<file path="src/rtl/pspin_hostmem_pkg.sv">
// ----------------------------------------------------------------------------
// pspin_hostmem_pkg
//
// Shared definitions for the PsPIN host-memory read path: AXI response and
// burst-type codes, plus the state encoding of the read-burst splitter FSM.
// ----------------------------------------------------------------------------
package pspin_hostmem_pkg;

    // AXI RRESP codes
    localparam logic [1:0] AXI_OKAY   = 2'b00;
    localparam logic [1:0] AXI_EXOKAY = 2'b01;
    localparam logic [1:0] AXI_SLVERR = 2'b10;

    // AXI ARBURST codes
    localparam logic [1:0] BURST_FIXED = 2'b00;
    localparam logic [1:0] BURST_INCR  = 2'b01;
    localparam logic [1:0] BURST_WRAP  = 2'b10;

    // Splitter FSM states
    typedef enum logic [1:0] {
        ST_IDLE  = 2'd0,  // waiting for an upstream AR
        ST_ISSUE = 2'd1,  // presenting one downstream sub-burst AR
        ST_DATA  = 2'd2,  // passing the sub-burst's R beats upstream
        ST_ERR   = 2'd3   // answering an unsupported request locally
    } rd_state_e;

endpackage

</file>
<file path="src/rtl/pspin_hostmem_rd_len_calc.sv">
// ----------------------------------------------------------------------------
// pspin_hostmem_rd_len_calc
//
// Combinational sub-burst length: the number of beats the next downstream
// burst may carry, limited by the beats still owed upstream, the maximum
// burst length and the distance to the next BOUNDARY-byte boundary.
//
// Ports
//   i_addr        current (beat-aligned) byte address of the next sub-burst
//   i_beats_left  beats still to be requested, 1..256
//   o_sub_beats   beats for the next sub-burst, 1..MAX_BURST_BEATS
// ----------------------------------------------------------------------------
module pspin_hostmem_rd_len_calc
    import pspin_hostmem_pkg::*;
#(
    parameter int ADDR_WIDTH      = 64,
    parameter int NUM_BYTES       = 64,
    parameter int MAX_BURST_BEATS = 16,
    parameter int BOUNDARY        = 4096
) (
    input  logic [ADDR_WIDTH-1:0] i_addr,
    input  logic [8:0]            i_beats_left,
    output logic [8:0]            o_sub_beats
);

    localparam int                    SIZE_LOG      = $clog2(NUM_BYTES);
    localparam logic [ADDR_WIDTH-1:0] BOUNDARY_MASK = ADDR_WIDTH'(BOUNDARY - 1);

    logic [31:0] w_bnd_off;
    logic [31:0] w_bnd_beats;
    logic [8:0]  w_bnd_cap;
    logic [8:0]  w_len_cap;

    always_comb begin
        w_bnd_off   = 32'(i_addr & BOUNDARY_MASK);
        w_bnd_beats = (32'(BOUNDARY) - w_bnd_off) >> SIZE_LOG;
        // A request never exceeds 256 beats, so saturating the boundary
        // distance there keeps the compare narrow without changing the result.
        w_bnd_cap   = (w_bnd_beats > 32'd256) ? 9'd256 : w_bnd_beats[8:0];
        w_len_cap   = (i_beats_left < 9'(MAX_BURST_BEATS)) ? i_beats_left
                                                           : 9'(MAX_BURST_BEATS);
        o_sub_beats = (w_len_cap < w_bnd_cap) ? w_len_cap : w_bnd_cap;
    end

endmodule

</file>
<file path="src/rtl/pspin_hostmem_rd_splitter.sv">
// ----------------------------------------------------------------------------
// pspin_hostmem_rd_splitter
//
// Upstream AXI read-burst conditioner. Splits an arbitrary INCR read into
// downstream sub-bursts of at most MAX_BURST_BEATS beats that never cross a
// BOUNDARY-byte boundary, and merges the returned R beats into one upstream
// response with a single RLAST. Narrow, unaligned or non-INCR requests are
// answered locally with SLVERR beats and never reach the downstream port.
//
// Ports
//   clk, rst            clock; asynchronous active-high reset
//   s_axi_ar*           upstream read-address channel (slave side)
//   s_axi_r*            upstream read-data channel (slave side)
//   m_axi_ar*           downstream read-address channel (master side);
//                       arsize fixed at log2(NUM_BYTES), arburst fixed INCR
//   m_axi_r*            downstream read-data channel (master side);
//                       m_axi_rid is ignored, m_axi_rlast is trusted
// ----------------------------------------------------------------------------
module pspin_hostmem_rd_splitter
    import pspin_hostmem_pkg::*;
#(
    parameter int ADDR_WIDTH      = 64,
    parameter int DATA_WIDTH      = 512,
    parameter int ID_WIDTH        = 8,
    parameter int MAX_BURST_BEATS = 16,
    parameter int BOUNDARY        = 4096
) (
    input  logic                  clk,
    input  logic                  rst,

    input  logic [ID_WIDTH-1:0]   s_axi_arid,
    input  logic [ADDR_WIDTH-1:0] s_axi_araddr,
    input  logic [7:0]            s_axi_arlen,
    input  logic [2:0]            s_axi_arsize,
    input  logic [1:0]            s_axi_arburst,
    input  logic                  s_axi_arvalid,
    output logic                  s_axi_arready,

    output logic [ID_WIDTH-1:0]   s_axi_rid,
    output logic [DATA_WIDTH-1:0] s_axi_rdata,
    output logic [1:0]            s_axi_rresp,
    output logic                  s_axi_rlast,
    output logic                  s_axi_rvalid,
    input  logic                  s_axi_rready,

    output logic [ID_WIDTH-1:0]   m_axi_arid,
    output logic [ADDR_WIDTH-1:0] m_axi_araddr,
    output logic [7:0]            m_axi_arlen,
    output logic [2:0]            m_axi_arsize,
    output logic [1:0]            m_axi_arburst,
    output logic                  m_axi_arvalid,
    input  logic                  m_axi_arready,

    input  logic [ID_WIDTH-1:0]   m_axi_rid,
    input  logic [DATA_WIDTH-1:0] m_axi_rdata,
    input  logic [1:0]            m_axi_rresp,
    input  logic                  m_axi_rlast,
    input  logic                  m_axi_rvalid,
    output logic                  m_axi_rready
);

    localparam int                    NUM_BYTES  = DATA_WIDTH / 8;
    localparam int                    SIZE_LOG   = $clog2(NUM_BYTES);
    localparam logic [ADDR_WIDTH-1:0] ALIGN_MASK = ADDR_WIDTH'(NUM_BYTES - 1);

    rd_state_e             r_state;
    logic [ID_WIDTH-1:0]   r_id;
    logic [ADDR_WIDTH-1:0] r_addr;
    // Beats not yet requested downstream (ISSUE/DATA) or not yet returned (ERR).
    logic [8:0]            r_beats_left;
    logic                  r_arready;
    logic                  r_arvalid;
    logic                  r_err_rvalid;

    logic [8:0]            w_sub_beats;
    logic                  w_up_ar_hs;
    logic                  w_req_legal;
    logic                  w_dn_ar_hs;
    logic                  w_dn_last_hs;
    logic                  w_err_hs;
    logic                  w_unused;

    pspin_hostmem_rd_len_calc #(
        .ADDR_WIDTH      (ADDR_WIDTH),
        .NUM_BYTES       (NUM_BYTES),
        .MAX_BURST_BEATS (MAX_BURST_BEATS),
        .BOUNDARY        (BOUNDARY)
    ) u_len_calc (
        .i_addr       (r_addr),
        .i_beats_left (r_beats_left),
        .o_sub_beats  (w_sub_beats)
    );

    assign w_up_ar_hs   = s_axi_arvalid && r_arready;
    assign w_req_legal  = (s_axi_arsize == 3'(SIZE_LOG))
                       && (s_axi_arburst == BURST_INCR)
                       && ((s_axi_araddr & ALIGN_MASK) == '0);
    assign w_dn_ar_hs   = r_arvalid && m_axi_arready;
    assign w_dn_last_hs = (r_state == ST_DATA) && m_axi_rvalid && s_axi_rready && m_axi_rlast;
    assign w_err_hs     = r_err_rvalid && s_axi_rready;

    // Downstream RID carries nothing this block needs; the latched id is used.
    assign w_unused = ^m_axi_rid;

    // NOTE: all state updates use non-blocking assignments so every register
    // samples the pre-edge values, independent of statement order.
    always_ff @(posedge clk or posedge rst) begin
        if (rst) begin
            r_state      <= ST_IDLE;
            r_id         <= '0;
            r_addr       <= '0;
            r_beats_left <= '0;
            r_arready    <= 1'b0;
            r_arvalid    <= 1'b0;
            r_err_rvalid <= 1'b0;
        end else begin
            case (r_state)
                ST_IDLE: begin
                    if (w_up_ar_hs) begin
                        r_id         <= s_axi_arid;
                        r_addr       <= s_axi_araddr;
                        r_beats_left <= {1'b0, s_axi_arlen} + 9'd1;
                        r_arready    <= 1'b0;
                        if (w_req_legal) begin
                            r_state   <= ST_ISSUE;
                            r_arvalid <= 1'b1;
                        end else begin
                            r_state      <= ST_ERR;
                            r_err_rvalid <= 1'b1;
                        end
                    end else begin
                        // Also raises arready in the first cycle out of reset.
                        r_arready <= 1'b1;
                    end
                end

                ST_ISSUE: begin
                    // Address and length are held until the handshake, so
                    // the combinational arlen stays stable while arvalid is up.
                    if (w_dn_ar_hs) begin
                        r_arvalid    <= 1'b0;
                        r_addr       <= r_addr + (ADDR_WIDTH'(w_sub_beats) << SIZE_LOG);
                        r_beats_left <= r_beats_left - w_sub_beats;
                        r_state      <= ST_DATA;
                    end
                end

                ST_DATA: begin
                    if (w_dn_last_hs) begin
                        if (r_beats_left == 9'd0) begin
                            r_state   <= ST_IDLE;
                            r_arready <= 1'b1;
                        end else begin
                            r_state   <= ST_ISSUE;
                            r_arvalid <= 1'b1;
                        end
                    end
                end

                ST_ERR: begin
                    if (w_err_hs) begin
                        r_beats_left <= r_beats_left - 9'd1;
                        if (r_beats_left == 9'd1) begin
                            r_state      <= ST_IDLE;
                            r_err_rvalid <= 1'b0;
                            r_arready    <= 1'b1;
                        end
                    end
                end

                default: r_state <= ST_IDLE;
            endcase
        end
    end

    assign s_axi_arready = r_arready;

    assign m_axi_arvalid = r_arvalid;
    assign m_axi_arid    = r_id;
    assign m_axi_araddr  = r_addr;
    assign m_axi_arlen   = 8'(w_sub_beats - 9'd1);
    assign m_axi_arsize  = 3'(SIZE_LOG);
    assign m_axi_arburst = BURST_INCR;

    // R path: zero-latency pass-through in DATA, locally generated in ERR.
    // NOTE: every output gets a default before the case, so no path through
    // this block can leave a value unassigned and infer a latch.
    always_comb begin
        s_axi_rid    = r_id;
        s_axi_rvalid = r_err_rvalid;
        s_axi_rdata  = '0;
        s_axi_rresp  = AXI_OKAY;
        s_axi_rlast  = 1'b0;
        m_axi_rready = 1'b0;
        case (r_state)
            ST_DATA: begin
                s_axi_rvalid = m_axi_rvalid;
                s_axi_rdata  = m_axi_rdata;
                s_axi_rresp  = m_axi_rresp;
                // Only the last sub-burst's rlast closes the upstream burst.
                s_axi_rlast  = m_axi_rlast && (r_beats_left == 9'd0);
                m_axi_rready = s_axi_rready;
            end
            ST_ERR: begin
                s_axi_rresp = AXI_SLVERR;
                s_axi_rlast = (r_beats_left == 9'd1);
            end
            default: ;
        endcase
    end

endmodule

</file>
<file path="config.mk">
export PLATFORM = sky130hd
export DESIGN_NAME = pspin_hostmem_rd_splitter
export DESIGN_NICKNAME = d
export VERILOG_FILES = /design/src/rtl/pspin_hostmem_pkg.sv /design/src/rtl/pspin_hostmem_rd_len_calc.sv /design/src/rtl/pspin_hostmem_rd_splitter.sv
export SDC_FILE = /design/constraint.sdc
export NUM_CORES = 1
export LEC_CHECK = 0
export ABC_AREA = 1
export BUFFER_PORTS_ARGS = -buffer_cell sky130_fd_sc_hd__buf_2
export CORE_AREA = 4 4 474 476
export CTS_CLUSTER_DIAMETER = 120
export DETAILED_ROUTE_END_ITERATION = 6
export DIE_AREA = 0 0 478 480
export PLACE_DENSITY = 0.3
export RECOVER_POWER = 50
export REMOVE_ABC_BUFFERS = 1
export SLEW_MARGIN = 20
export SYNTH_ARGS = -nofsm -noshare
export SYNTH_HDL_FRONTEND = slang
export SYNTH_SLANG_ARGS = --single-unit
</file>
<file path="constraint.sdc">
create_clock -name clk -period 9.3 [get_ports clk]
set_input_delay 1.395 -clock clk [delete_from_list [all_inputs] [get_ports clk]]
set_output_delay 1.395 -clock clk [all_outputs]
set_load 0.01 [all_outputs]
</file>
# == After elaboration in Yosys (flattened, before gate mapping) ==
# Index checks and enable logic that the tools add are counted.
# totals
reg_bits,86
inputBits,614
output_inout_bits,612
word_cells,95
# op_classes
add_sub_neg,6
n_lt_le_gt_ge,3
eq_ne,15
muxes,40
reduce_logical,24
# op_table
cell,count
2-to-1 mux 512 bit,1
2-to-1 mux 64 bit,2
case mux 64 bit (2 select lines),1
adder 64 x 15 -> 64 bit,1
zero test 64 bit,1
2-to-1 mux 9 bit,6
case mux 9 bit (3 select lines),1
greater-than comparator 26 x 9 -> 1 bit (second input constant),1
2-to-1 mux 1 bit,17
!= test 2 bit (second input constant),8
AND reduction 5 bit,3
subtractor 13 x 12 -> 14 bit (first input constant),1
2-to-1 mux 2 bit,6
adder 8 x 1 -> 9 bit (second input constant),1
== test 9 x 1 -> 1 bit (second input constant),1
logical AND 1 bit,9
zero test 9 bit,1
< comparator 9 x 5 -> 1 bit (second input constant),1
< comparator 9 bit,1
nonzero test 3 bit,3
subtractor 9 x 1 -> 9 bit (second input constant),1
subtractor 9 bit,1
case mux 2 bit (4 select lines),1
subtractor 8 x 1 -> 8 bit (second input constant),1
13 further kinds,18

# == Depth between registers and ports, before layout ==
# Gate-level depths: netlist of the first run.
# depth
depth_word,8
ltp_mapped,29
mapped_depth_nobuf,29

# == Hierarchy ==
# Synthesis of the first run repeated with hierarchy kept, for this count alone.
# hier_totals
hier_cells,2457
hier_area_um2,12276.8
# modules_own_cells
mod,n_inst,cells_per_inst,area_each_um2,seq_area_each_um2
pspin_hostmem_rd_splitter,1,2361,11712.5,2152.1
pspin_hostmem_rd_len_calc,1,96,564.3,0.0

# == Worst setup path before layout of the first run ==
# Ideal clock, no wire load.
# synth_path
path_type,reg2out
from,reg r_addr[2] (netlist: m_axi_araddr[2])
to,out m_axi_arlen[6]
t_arrival_ps,2575
required_time_ps,7905
slack_ps,5330
path_stages_with_launch,22
path_buffers,0
path_cell_list,dfrtp_1 -> nor2_1 -> nand2_1 -> nor2_2 -> nand2_1 -> nand2_1 -> nand2_1 -> ha_1 -> nand2_1 -> inv_1 -> nand2_1 -> a21oi_1 -> nor2_2 -> nand2_4 -> nand2_1 -> nand2_1 -> ha_1 -> nand2_1 -> nor2_1 -> nand2_1 -> nand2_1 -> nand2_1
# synth_between
elab_chain_len,6
# synth_lines
item,line,rtl
"start, declared",pspin_hostmem_rd_splitter.sv:68,logic [ADDR_WIDTH-1:0] r_addr;
"start signal, assigned",pspin_hostmem_rd_splitter.sv:121,r_addr <= s_axi_araddr;
"start signal, assigned",pspin_hostmem_rd_splitter.sv:142,r_addr <= r_addr + (ADDR_WIDTH'(w_sub_beats) << SIZE_LOG);
subtractor 13 x 12 -> 14 bit *,pspin_hostmem_rd_len_calc.sv:36,w_bnd_beats = (32'(BOUNDARY) - w_bnd_off) >> SIZE_LOG;
greater-than comparator 26 x 9 -> 1 bit,pspin_hostmem_rd_len_calc.sv:39,w_bnd_cap = (w_bnd_beats > 32'd256) ? 9'd256 : w_bnd_beats[8:0];
2-to-1 mux 9 bit *,pspin_hostmem_rd_len_calc.sv:39,
< comparator 9 bit,pspin_hostmem_rd_len_calc.sv:42,o_sub_beats = (w_len_cap < w_bnd_cap) ? w_len_cap : w_bnd_cap;
2-to-1 mux 9 bit *,pspin_hostmem_rd_len_calc.sv:42,
subtractor 8 x 1 -> 8 bit *,pspin_hostmem_rd_splitter.sv:181,assign m_axi_arlen = 8'(w_sub_beats - 9'd1);
"end, declared",pspin_hostmem_rd_splitter.sv:48,"output logic [7:0] m_axi_arlen,"
# Every way passes the cells marked *; elsewhere a longest branch is shown, timed or not.

# == Worst setup path after layout of the first run ==
# layout_path
from,reg r_state[1]
to,out s_axi_rdata[507]
# layout_between
elab_chain_len,2
# layout_lines
item,line,rtl
"start, declared",pspin_hostmem_rd_splitter.sv:66,rd_state_e r_state;
"start signal, assigned",pspin_hostmem_rd_splitter.sv:109,r_state <= ST_IDLE;
"start signal, assigned",pspin_hostmem_rd_splitter.sv:125,r_state <= ST_ISSUE;
"start signal, assigned",pspin_hostmem_rd_splitter.sv:128,r_state <= ST_ERR;
== test 2 bit,pspin_hostmem_rd_splitter.sv:195,case (r_state)
2-to-1 mux 512 bit,pspin_hostmem_rd_splitter.sv:195,
"end, declared",pspin_hostmem_rd_splitter.sv:40,"output logic [DATA_WIDTH-1:0] s_axi_rdata,"
# No other way between the ends.

==> results.txt, run 1 <==
failing checks: capacitance limit, slew limit
HP Start: r_err_rvalid$_DFFE_PP0P_
Logic pwr share: 78.4%
clock sink total: 86
Root Buffer: clkbuf_16
P_int: 2.07 mW
Pwr Density: 294 nW/um^2
Fin Setup TNS: 0 ns
DRC Markers: 0
Multi-input gate area: 6660 um^2
Worst path top cell family by delay: buffers and inverters
Max-Cap Viols: 7
ANT nets after route: 0
R2R depth: 10
total global-route track usage: 16.2%
first-pass GRT wire length: 235000 um
Setup Crit Path Kind: reg2out
Via density: 3.08
Worst Setup End Kind: primary output
post-CTS setup buffer count: 0
vias in the first global route: 19000
synthesized area per cell: 5.14 um^2
reg2reg end: m_axi_araddr[45]$_DFFE_PP0P_
site row count: 173
CTS tree: yes
RSZ-0062 raised after global routing: no
CP Data Required Time: 7.91 ns
slowest CP cell: clkbuf_1
Hold WC Path Type: reg2reg
most frequent cells in the layout: buf_2 (941), nor2_1 (678), inv_1 (640), nand2_1 (325), clkbuf_1 (278)
crit-path most repeated cell: nor2_1
pre-CTS WS: 4.43 ns
post-CTS sizing: 0
Layout fillers: 26700
FF-to-FF setup slack: 2.78 ns
max-slew violations: 427
Clk Latency, worst-skew pair: 0.40 ns
die width: 478 um
CP Cell Sequence: inv_1, nor2_1, inv_8, clkbuf_1, buf_4, nor2_1, buf_2
initial antenna violation count: 241
Worst slew margin: -154%
final net count: 4074
Syn Std Cell Area: 11800 um^2
clock skew: 0.00736 ns
hold buffer count at CTS: 0
# port buffers: 1212
Die H: 480 um
Leak Pwr: 12.0 nW
Hold Path Cell Cnt: 2
Detailed Route WL: 195000 um
Area Overhead vs Synth: 80.0%
Congestion Overflow GR: 0
switching component of the power: 4.15 mW
Slew @ Worst Pin: 3.80 ns
pin count of the biggest net entering global routing: 168
# IOs: 1226
number of buffers created by CTS: 9
DRT iter0 DRCs: 943
Sw Ratio: 66.7%
critical path's largest stage delay: 2.25 ns
Hold Path Sink: r_err_rvalid$_DFFE_PP0P_
final hold vios: 0
reg2reg start: r_state[0]$_DFFE_PP0P_
Max Fclk: 150 MHz
Syn Inst Count: 2288
CTS max path bufs: 2
die area: 229000 um^2
routed len/inst: 30.2 um
commonest non-fill, non-tap cell in the layout: buf_2
via count: 19800
share of power burned in registers: 14.8%
startpoint types: register
Final Cycle Share: 71.7%
FF/Latch Area: 2150 um^2
DP HPWL: 181000 um
Tmin final: 6.67 ns
sequential cell area fraction in the yosys report: 18.3%
critical-path maximum fanout: 77
#FFs+latches synth: 86
Worst-path clk slew: 0.08 ns
Non-Filler Instances: 6436
final core occ: 9.57%
Max VDD drop: 150 uV
global placer's final weighted congestion: 0.936
DRT Pass-1 Iters: 7
Starting Density: 5.32%
final worst slack: 2.63 ns
number of distinct library cells after synthesis: 53
Core ar.: 221000 um^2
htree depth: 3
placed instance count: 6394
Worst EP arrival: 5.28 ns
Setup Viol. Count Final: 0
YS warnings: 0
share of cells above drive strength 1: 29.4%
part of the power in the clock network: 6.9%
crit path buf inv count: 5
outcome: complete, but fails checks
power groups by stage:
stage,Combinational [mW],Clock [mW],Sequential (mW)
finish,4.87,0.426,0.918
global route,5.36,0.467,0.958
CTS,5.22,0.457,0.918
detailed placement,5.20,0,0.924
global placement,5.23,0,0.922
floorplan,2.48,0,0.874
tightest hold or removal path, stage by stage, from the launching register on:
cell	delay [ns]
dfrtp_1	0.37
nand2_1	0.06
o21ai_0	0.07
state kept, by name, summed over array words and instances, names as in the netlist:
name and flops:
m_axi_araddr 64, m_axi_arid 8, m_axi_arvalid 1, r_beats_left 9, r_err_rvalid 1, r_state 2
s_axi_arready 1
worst max path at each step:
| stage | slack [ns] | depth (start not counted) | from | to |
|---|---|---|---|---|
| 2_1_floorplan | -1.17 | 7 | r_state[0]$_DFFE_PP0P_ | r_beats_left[7]$_DFFE_PP0P_ |
| 3_3_place_gp | 4.43 | 27 | m_axi_araddr[2]$_DFFE_PP0P_ | m_axi_araddr[40]$_DFFE_PP0P_ |
| 3_5_place_dp | 4.43 | 25 | m_axi_araddr[2]$_DFFE_PP0P_ | m_axi_araddr[52]$_DFFE_PP0P_ |
| 4_1_cts | 4.12 | 22 | m_axi_araddr[2]$_DFFE_PP0P_ | m_axi_arlen[6] |
| 5_1_grt | 1.97 | 10 | r_state[0]$_DFFE_PP0P_ | m_axi_araddr[45]$_DFFE_PP0P_ |
| 6_report | 2.63 | 7 | r_state[1]$_DFFE_PP0P_ | s_axi_rdata[507] |
per-layer routing:
metal	vias up	track usage, %	wire [um]
li1	8966	-	-
met1	9304	13.2	54500
met2	1036	36.2	119000
met3	427	5.65	16200
met4	100	2.43	4630
met5	-	0	732
cell usage after synthesis (all sizes together):
| cell type | n | area share, % |
|---|---|---|
| fa | 2 | 0.34 |
| o221ai | 1 | 0.075 |
| nor2 | 686 | 22 |
| a22oi | 2 | 0.13 |
| nand3 | 113 | 5.0 |
| a31oi | 4 | 0.21 |
| o311ai | 1 | 0.075 |
| a21o | 2 | 0.13 |
| o31ai | 2 | 0.13 |
| and2 | 2 | 0.11 |
| nor3b | 2 | 0.21 |
| o22ai | 14 | 0.75 |
| o211ai | 6 | 0.38 |
| conb | 2 | 0.064 |
| ha | 28 | 3.0 |
| a41oi | 1 | 0.075 |
| a21oi | 52 | 2.4 |
| clkbuf | 31 | 0.99 |
| nand3b | 5 | 0.32 |
| inv | 650 | 21 |
| or2 | 2 | 0.11 |
| dfrtp | 86 | 18 |
| mux2 | 8 | 0.77 |
| o21a | 1 | 0.064 |
| and3 | 3 | 0.16 |
| xor2 | 8 | 0.60 |
| nor4 | 2 | 0.11 |
| o2111ai | 1 | 0.075 |
| nor3 | 29 | 1.4 |
| nand4 | 38 | 2.0 |
| xnor2 | 4 | 0.30 |
| nand2 | 331 | 11 |
| o21bai | 5 | 0.32 |
| buf | 70 | 3.5 |
| o21ai | 93 | 4.2 |
| clkinv | 1 | 0.032 |
layout make-up:
cell class | instances | share of cell area [%]
Sequential cell | 86 | 10.2
Clock inverter | 6 | 0.361
Tap cell | 2975 | 17.6
Inverter | 651 | 11.6
Antenna cell | 26 | 0.308
Multi-Input combinational cell | 1458 | 31.5
Clock buffer | 10 | 1.13
Timing Repair Buffer | 1224 | 27.4
cell families (layout without fill, tap and decap cells):
group	after synthesis	count (layout)	share of synthesized area [%]
other	2	36	0.0639
flip-flops	86	86	18.3
multiplexers	8	8	0.767
AND/OR/NAND/NOR	1213	1213	42.4
adder cells (fa/ha/maj)	30	30	3.32
AO/OA/AOI/OAI	185	185	8.97
XOR/XNOR	12	12	0.894
buffers and inverters	752	1891	25.3
per-stage QoR:
stage / hold slack, ns / area [um^2] / total power, mW
3_5_place_dp: 0.504 / 21200 / 6.13
2_1_floorplan: 0.474 / 11300 / 3.35
3_3_place_gp: 0.503 / 21200 / 6.15
4_1_cts: 0.534 / 21500 / 6.60
5_1_grt: 0.575 / 21100 / 6.78
6_report: 0.527 / 21200 / 6.22
No activity file was read; power rests on OpenSTA's default activity.
==> run 2, diff against run 1 <==
Settings changed: CORE_AREA 4 4 474 476 to 4 4 477 479, DIE_AREA 0 0 478 480 to 0 0 481 483.
Clock period 9.3 ns to 5.73 ns, I/O delays scaled along.
==> results.txt, run 2 (synthesis results as in run 1) <==
global placer's final weighted congestion: 0.933
critical-path maximum fanout: 52
Worst Setup End Kind: register
GR Util met2: 33.9%
post-CTS setup buffer count: 0
GR peak layer: met2
startpoint types: register
die width: 481 um
Via density: 3.04
DP HPWL: 177000 um
clock skew: 0.0166 ns
Setup Viol. Count Final: 0
FF-to-FF setup slack: 0.91 ns
total global-route track usage: 15.6%
Largest register FFs: 64
CTS tree: yes
DRC Markers: 0
vias in the first global route: 19200
via count: 19700
CTS max path bufs: 2
Root Buffer: clkbuf_16
Max Fclk: 208 MHz
failing checks: capacitance limit, slew limit
DRT iter0 DRCs: 1045
pin count of the biggest net entering global routing: 158
Core ar.: 224000 um^2
ANT nets after route: 0
clock sink total: 86
outcome: complete, but fails checks
Area Overhead vs Synth: 80.9%
Detailed Route WL: 190000 um
RSZ-0062 raised after global routing: no
grt met1 use: 13.1%
Hold WC Path Type: reg2reg
final hold vios: 0
max-slew violations: 204
Slew @ Worst Pin: 1.86 ns
routing usage on met3: 4.78%
Congestion Overflow GR: 0
htree depth: 3
routed len/inst: 29.3 um
Worst-path clk slew: 0.08 ns
Final Cycle Share: 84.1%
hold buffer count at CTS: 0
overall power: 10.0 mW
Clk Latency, worst-skew pair: 0.38 ns
die area: 232000 um^2
# IOs: 1226
Die H: 483 um
initial antenna violation count: 224
Layout fillers: 27100
DRT Pass-1 Iters: 5
Worst slew margin: -25.0%
final core occ: 9.51%
Max-Cap Viols: 4
Starting Density: 5.26%
Leak Pwr: 12.0 nW
Worst EP arrival: 5.14 ns
Pwr Density: 471 nW/um^2
post-CTS sizing: 0
CP Data Required Time: 6.05 ns
site row count: 174
# port buffers: 1212
Max VDD drop: 193 uV
first-pass GRT wire length: 231000 um
number of buffers created by CTS: 9
Setup Crit Path Kind: reg2reg
commonest non-fill, non-tap cell in the layout: buf_2
share of cells above drive strength 1: 29.4%
final net count: 4075
most frequent cells in the layout: buf_2 (936), nor2_1 (677), inv_1 (639), nand2_1 (325), clkbuf_1 (279)
Tmin final: 4.82 ns
==> run 2: final cells by class <==
class	instances	area, um^2	share of cell area, %
Multi-Input combinational cell	1458	6660	31.4
Timing Repair Buffer	1225	5830	27.4
Tap cell	2992	3740	17.6
Inverter	651	2450	11.6
Sequential cell	86	2150	10.1
Clock buffer	10	229	1.08
Antenna cell	55	138	0.648
Clock inverter	6	46.3	0.218
==> run 2: worst paths after layout <==
kind                            depth (start not counted)                      from                            to
min in group asynchronous                               2                       rst     m_axi_arid[1]$_DFFE_PP0P_
worst min-delay path                                    2  r_err_rvalid$_DFFE_PP0P_      r_err_rvalid$_DFFE_PP0P_
max in group asynchronous                               3                       rst  m_axi_araddr[45]$_DFFE_PP0P_
worst max register to register                         10    r_state[0]$_DFFE_PP0P_  m_axi_araddr[44]$_DFFE_PP0P_
worst min register to register                          2  r_err_rvalid$_DFFE_PP0P_      r_err_rvalid$_DFFE_PP0P_
worst max-delay path                                   10    r_state[0]$_DFFE_PP0P_  m_axi_araddr[44]$_DFFE_PP0P_
==> run 2: critical path: stages, from the launching register on <==
cell and delay [ns]:
dfrtp_1 0.32, clkbuf_1 0.60, clkbuf_1 1.33, inv_4 0.32, nor2_4 0.18, clkbuf_2 0.74, buf_4 0.64, nor2_1 0.09
nor2_1 0.27, nand2_1 0.09, nand2_1 0.06
==> run 2: layer usage <==
metal | vias up | wire (um)
li1 | 9006 | -
met1 | 9231 | 53700
met2 | 1033 | 112000
met3 | 397 | 16500
met4 | 68 | 6800
met5 | - | 494
==> run 2: power by group <==
group / internal (mW) / leakage [nW] / switching, mW / total [mW]
combinational: 2.00 / 10.9 / 5.91 / 7.91
clock: 0.298 / 0.130 / 0.310 / 0.609
sequential: 0.921 / 1.02 / 0.565 / 1.49
total: 3.22 / 12.0 / 6.78 / 10.0
==> run 2: per-stage QoR <==
| step | instance area, um^2 | cells | setup TNS (ns) | worst slack (ns) | hold WS (ns) |
|---|---|---|---|---|---|
| after floorplan | 11300 | 2195 | -2173.67 | -4.74 | 0.474 |
| after CTS | 21500 | 6428 | 0 | 0.928 | 0.533 |
| after detailed placement | 21200 | 6412 | 0 | 0.959 | 0.513 |
| after global placement | 21200 | 6412 | 0 | 0.972 | 0.509 |
| after global routing | 21200 | 6453 | 0 | 0.392 | 0.553 |
| final | 21300 | 6483 | 0 | 0.913 | 0.538 |
